--- src/rtl/cpu_pkg.sv ---
// rtl/cpu_pkg.sv - shared constants and state encoding for the multicycle CPU
package cpu_pkg;

    localparam int CPU_WIDTH = 32;

    typedef enum logic [2:0] {
        IDLE = 3'd0,
        MULT = 3'd1,
        DIV  = 3'd2,
        FIX  = 3'd3,
        DONE = 3'd4
    } state_t;

    // Cause code the main control unit selects through excpCtrl on a zero divisor
    localparam logic [1:0] EXCP_DIV_ZERO = 2'd2;

endpackage

--- src/rtl/mult_div_core.sv ---
// rtl/mult_div_core.sv - shift-add multiply / restoring divide datapath with sign fix-up
module mult_div_core
    import cpu_pkg::*;
#(
    parameter int WIDTH = CPU_WIDTH
) (
    input  logic             clk,
    input  logic             reset,
    input  logic             load_mult,
    input  logic             load_div,
    input  logic             step_mult,
    input  logic             step_div,
    input  logic             fix,
    input  logic [WIDTH-1:0] a,
    input  logic [WIDTH-1:0] b,
    output logic [WIDTH-1:0] hi,
    output logic [WIDTH-1:0] lo
);

    // acc holds {partial product, multiplier} for MULT and {remainder, quotient} for DIV
    logic [2*WIDTH-1:0] acc;
    logic [WIDTH-1:0]   opnd;
    logic               neg_lo;
    logic               neg_hi;
    logic               is_div;

    logic [WIDTH-1:0]   abs_a;
    logic [WIDTH-1:0]   abs_b;
    logic [WIDTH:0]     add_sum;
    logic [WIDTH:0]     shifted;
    logic [WIDTH:0]     trial;

    assign abs_a = a[WIDTH-1] ? -a : a;
    assign abs_b = b[WIDTH-1] ? -b : b;

    // One iteration's arithmetic: conditional add for MULT, trial subtract for DIV
    always_comb begin
        add_sum = {1'b0, acc[2*WIDTH-1:WIDTH]} + {1'b0, (acc[0] ? opnd : {WIDTH{1'b0}})};
        shifted = {acc[2*WIDTH-1:WIDTH], acc[WIDTH-1]};
        trial   = shifted - {1'b0, opnd};
    end

    // Operand latch and iteration register; magnitudes only, signs are applied at FIX
    always_ff @(posedge clk or posedge reset) begin
        if (reset) begin
            acc    <= '0;
            opnd   <= '0;
            neg_lo <= 1'b0;
            neg_hi <= 1'b0;
            is_div <= 1'b0;
        end else if (load_mult) begin
            acc    <= {{WIDTH{1'b0}}, abs_b};
            opnd   <= abs_a;
            neg_lo <= a[WIDTH-1] ^ b[WIDTH-1];
            neg_hi <= a[WIDTH-1] ^ b[WIDTH-1];
            is_div <= 1'b0;
        end else if (load_div) begin
            acc    <= {{WIDTH{1'b0}}, abs_a};
            opnd   <= abs_b;
            neg_lo <= a[WIDTH-1] ^ b[WIDTH-1];
            neg_hi <= a[WIDTH-1];
            is_div <= 1'b1;
        end else if (step_mult) begin
            acc <= {add_sum, acc[WIDTH-1:1]};
        end else if (step_div) begin
            // A borrow out of the trial subtract means the divisor did not fit: restore
            if (!trial[WIDTH]) begin
                acc <= {trial[WIDTH-1:0], acc[WIDTH-2:0], 1'b1};
            end else begin
                acc <= {shifted[WIDTH-1:0], acc[WIDTH-2:0], 1'b0};
            end
        end
    end

    // HI/LO are written only at FIX so they hold across IDLE and divide-by-zero
    always_ff @(posedge clk or posedge reset) begin
        if (reset) begin
            hi <= '0;
            lo <= '0;
        end else if (fix) begin
            if (is_div) begin
                hi <= neg_hi ? -acc[2*WIDTH-1:WIDTH] : acc[2*WIDTH-1:WIDTH];
                lo <= neg_lo ? -acc[WIDTH-1:0] : acc[WIDTH-1:0];
            end else begin
                {hi, lo} <= neg_lo ? -acc : acc;
            end
        end
    end

endmodule

--- src/rtl/mult_div_sequencer.sv ---
// rtl/mult_div_sequencer.sv - MULT/DIV control FSM, iteration counter and handshake outputs
module mult_div_sequencer
    import cpu_pkg::*;
#(
    parameter int WIDTH = CPU_WIDTH
) (
    input  logic             clk,
    input  logic             reset,
    input  logic             multControl,
    input  logic             divControl,
    input  logic [WIDTH-1:0] a,
    input  logic [WIDTH-1:0] b,
    output logic [WIDTH-1:0] hi,
    output logic [WIDTH-1:0] lo,
    output logic             busy,
    output logic             done,
    output logic             divZero
);

    localparam int CNT_W = $clog2(WIDTH);

    state_t           state;
    state_t           next_state;
    logic [CNT_W-1:0] cnt;
    logic             last_step;
    logic             load_mult;
    logic             load_div;
    logic             step_mult;
    logic             step_div;
    logic             fix;
    logic             dz_start;

    assign last_step = (cnt == CNT_W'(WIDTH - 1));

    // Next-state and datapath strobes; MULT has priority when both starts arrive
    always_comb begin
        next_state = state;
        load_mult  = 1'b0;
        load_div   = 1'b0;
        step_mult  = 1'b0;
        step_div   = 1'b0;
        fix        = 1'b0;
        dz_start   = 1'b0;
        case (state)
            IDLE: begin
                if (multControl) begin
                    load_mult  = 1'b1;
                    next_state = MULT;
                end else if (divControl) begin
                    if (b != '0) begin
                        load_div   = 1'b1;
                        next_state = DIV;
                    end else begin
                        dz_start   = 1'b1;
                        next_state = DONE;
                    end
                end
            end
            MULT: begin
                step_mult = 1'b1;
                if (last_step) next_state = FIX;
            end
            DIV: begin
                step_div = 1'b1;
                if (last_step) next_state = FIX;
            end
            FIX: begin
                fix        = 1'b1;
                next_state = DONE;
            end
            DONE:    next_state = IDLE;
            default: next_state = IDLE;
        endcase
    end

    // State register and iteration counter; counter runs only while stepping
    always_ff @(posedge clk or posedge reset) begin
        if (reset) begin
            state <= IDLE;
            cnt   <= '0;
        end else begin
            state <= next_state;
            cnt   <= (step_mult || step_div) && !last_step ? cnt + 1'b1 : '0;
        end
    end

    // Handshake outputs registered from the next state so they line up with it
    always_ff @(posedge clk or posedge reset) begin
        if (reset) begin
            busy    <= 1'b0;
            done    <= 1'b0;
            divZero <= 1'b0;
        end else begin
            busy    <= (next_state == MULT) || (next_state == DIV) || (next_state == FIX);
            done    <= (next_state == DONE);
            divZero <= dz_start;
        end
    end

    mult_div_core #(
        .WIDTH(WIDTH)
    ) u_core (
        .clk       (clk),
        .reset     (reset),
        .load_mult (load_mult),
        .load_div  (load_div),
        .step_mult (step_mult),
        .step_div  (step_div),
        .fix       (fix),
        .a         (a),
        .b         (b),
        .hi        (hi),
        .lo        (lo)
    );

endmodule
--- config.mk ---
export PLATFORM = sky130hd
export DESIGN_NAME = mult_div_sequencer
export DESIGN_NICKNAME = d
export VERILOG_FILES = /design/src/rtl/cpu_pkg.sv /design/src/rtl/mult_div_core.sv /design/src/rtl/mult_div_sequencer.sv
export SDC_FILE = /design/constraint.sdc
export NUM_CORES = 1
export LEC_CHECK = 0
export ABC_AREA = 1
export BUFFER_PORTS_ARGS = -buffer_cell sky130_fd_sc_hd__buf_4
export CAP_MARGIN = 20
export CORE_UTILIZATION = 55
export CTS_CLUSTER_DIAMETER = 60
export DETAILED_ROUTE_END_ITERATION = 10
export PLACE_DENSITY = 0.74
export SKIP_CTS_REPAIR_TIMING = 1
export SYNTH_ARGS = -nofsm -noshare
export SYNTH_HDL_FRONTEND = slang
export SYNTH_SLANG_ARGS = --single-unit
--- constraint.sdc ---
create_clock -name clk -period 10 [get_ports clk]
set_input_delay 0.5 -clock clk [delete_from_list [all_inputs] [get_ports clk]]
set_output_delay 0.5 -clock clk [all_outputs]
set_load 0.05 [all_outputs]
==> flow_metrics.tcl <==
set metrics [dict create \
    placedCellCount 3454 \
    clock-root-buffer "clkbuf_16" \
    tightest_slew_ns 0.865 \
    yosysWarnings 0 \
    vdd_ir_drop_max_uv 188 \
    h-tree-depth 4 \
    yosys_register_bits 174 \
    max_freq_ghz 0.262 \
    end_kind "flip-flop" \
    overflow 0 \
    ys.flop_type "dfrtp_1" \
    min_path_type "in -> async" \
    grt_pass1_vias 18700 \
    layout_min_cycle_time_ns 3.81 \
    cp-start-kind "flip-flop" \
    synthTopCellsByArea "dfrtp_1 (25%), nand2_1 (22%), inv_1 (9.2%)" \
    clk_path_buf_depth 2 \
    grt_usage 0.412 \
    design_area_mm2 0.0194 \
    synth_cells 2999 \
    drive_gt1_frac 0.0785 \
    reg2reg_from "state[1]" \
    synth-edff-count 0 \
    dp_hpwl_um 53900 \
    core_area_mm2 0.0316 \
    grt_max_degree 69 \
    leakagePower_nw 10.5 \
    critPathRequiredTime_ns 10.35 \
    fin_cells 3486 \
    antenna-diode-count 0 \
    drt_first_iter_violations 3044 \
    status "complete, no violations" \
    dpl_worst_slack_ns 6.02 \
    syn-cell-area_mm2 0.0176 \
    netlist-cell-type-count 49 \
    fp.dieH_um 181 \
    drc_errors 0 \
    die-area_mm2 0.0328 \
    antenna_found_initial 1 \
    syn_nets 3139 \
    finalWeightedCongestion 1.06 \
    io_buffers 134 \
    rsz0062_at_grt "no" \
    drt_first_pass_iters 6 \
    syn2layout_area_growth_pct 10.1 \
    clock_latency_ns 0.47 \
    io_pins 135 \
    clk_pin_slew_worst_paths_ns 0.08 \
    p_per_area_mw_per_mm2 389 \
    drtAntennaViolNets 0 \
    layout.nets 3211 \
    timing.final.crit_share 0.381 \
    vias 20600 \
    die_width_um 181 \
    cts_tree "done" \
    worstPathArrival_ns 4.16 \
    clock_sinks 174 \
    post_synth.cell_area_avg_um2 5.88 \
    setup_slack_ns 6.19 \
    via_per_inst 5.90 \
    synth_top_cell_area_share 0.247 \
    synthArstFlopShare 1.00 \
    wirelength_um 67800 \
    grt_pass1_wl_um 104000 \
    slew_headroom 0.424 \
    setup_viol 0 \
    worstSetupPathType "reg -> reg" \
    wl_per_cell_um 19.4 \
    critPathMaxFanout 53 \
    initial_core_util 0.559 \
    slew_violations 0 \
    finClkSkew_ns 0.0155 \
    cts_made_buffers 17 \
    timing.final.hold_violations 0 \
    tns_ns 0 \
    max_cap_viol_count 0 \
    yosysTopAreaCell "dfrtp_1" \
    core.rowCount 65 \
    placed_area_mm2 0.0188 \
    ys_seq_area_frac 0.247 \
    crit_path_start "state[1]" \
]
==> worst paths after layout <==
path	to	slack, ns	depth (start not counted)
setup / recovery	u_core.acc[21]	6.19	14
hold / removal	u_core.lo[0]	0.06	2
setup reg to reg	u_core.acc[21]	6.19	14
hold reg to reg	cnt[0]	0.46	1
max in group asynchronous	u_core.opnd[25]	8.01	4
min in group clk	divZero	0.33	4
==> power breakdown <==
group	internal (mW)	leakage (nW)	switching (mW)
Clock	0.366	0.306	0.359
Combinational	1.59	8.03	3.75
Sequential	1.04	2.16	0.448
==> placed cells by master, fill, tap and decap left out, types with 27 or more instances in the layout <==
cell and n:
nor2_1 291, nand4_1 58, buf_4 146, inv_1 430
dfrtp_1 174, ha_1 70, a21oi_1 85, xor2_1 77
nor3_1 38, nand3_1 273, nand2_1 1021, o211ai_1 27
o21ai_0 174
==> flip-flops by register name, indices dropped and copies added, names as in the netlist <==
signal,count
u_core.neg_lo,1
u_core.is_div,1
divZero,1
u_core.opnd,32
u_core.neg_hi,1
cnt,5
u_core.hi,32
busy,1
u_core.lo,32
done,1
state,3
u_core.acc,64
==> cell families after synthesis <==
| logic type | after synthesis | synth area share |
|---|---|---|
| AOI/OAI and AO/OA | 358 | 0.112 |
| xor gates and xnor gates | 99 | 0.0492 |
| adders and majority gates | 72 | 0.0519 |
| buffers and inverters | 536 | 0.121 |
| DFF | 174 | 0.247 |
| and+or+nand+nor | 1760 | 0.420 |
==> per-layer routing <==
metal	part of all wire	vias to the layer above	global-route usage
met3	0.11	208	0.0708
met4	0.056	2	0.208
met2	0.41	1312	0.616
li1	-	9669	-
met5	0.00018	-	0
met1	0.42	9389	0.572
==> worst max-delay path: stages, from the launching register on <==
cell and delay [ns]:
dfrtp_1 0.44, nor2_1 0.08, inv_1 0.07, nor2_1 0.04, inv_1 0.14, nor2_4 0.04
buf_4 0.28, inv_2 0.47, nand2_4 0.37, inv_4 0.46, nand2_4 0.39, inv_4 0.59
nor2_1 0.10, o21ai_0 0.09, nand2_1 0.07
==> per-stage QoR <==
stage | util | hold slack [ns] | power [mW]
2_1_floorplan | - | 0.431 | 5.18
3_3_place_gp | 0.596 | 0.445 | 6.54
3_5_place_dp | 0.596 | 0.453 | 6.64
4_1_cts | 0.616 | 0.0765 | 7.38
5_1_grt | 0.616 | 0.106 | 8.11
6_report | 0.616 | 0.0586 | 7.56
==> layout make-up <==
cell class	count	area [um2]
clock buffer	17	425
clock inverter	15	205
fill	3128	12100
inverter	443	1670
multi-input combinational	2289	11200
sequential	174	4350
tap	402	503
timing repair buffer	146	1100
==> synth_stat cells (13+ instances only) <==
library cell,instances
a21oi_1,85
a31oi_1,14
buf_2,16
clkbuf_1,56
dfrtp_1,174
ha_1,70
inv_1,431
nand2_1,1021
nand3_1,273
nand4_1,58
nor2_1,293
nor2_2,13
nor3_1,38
o211ai_1,27
o21ai_0,174
o21ai_1,23
or2_2,13
xnor2_1,22
xor2_1,77
(Power assumes the default switching activity.)
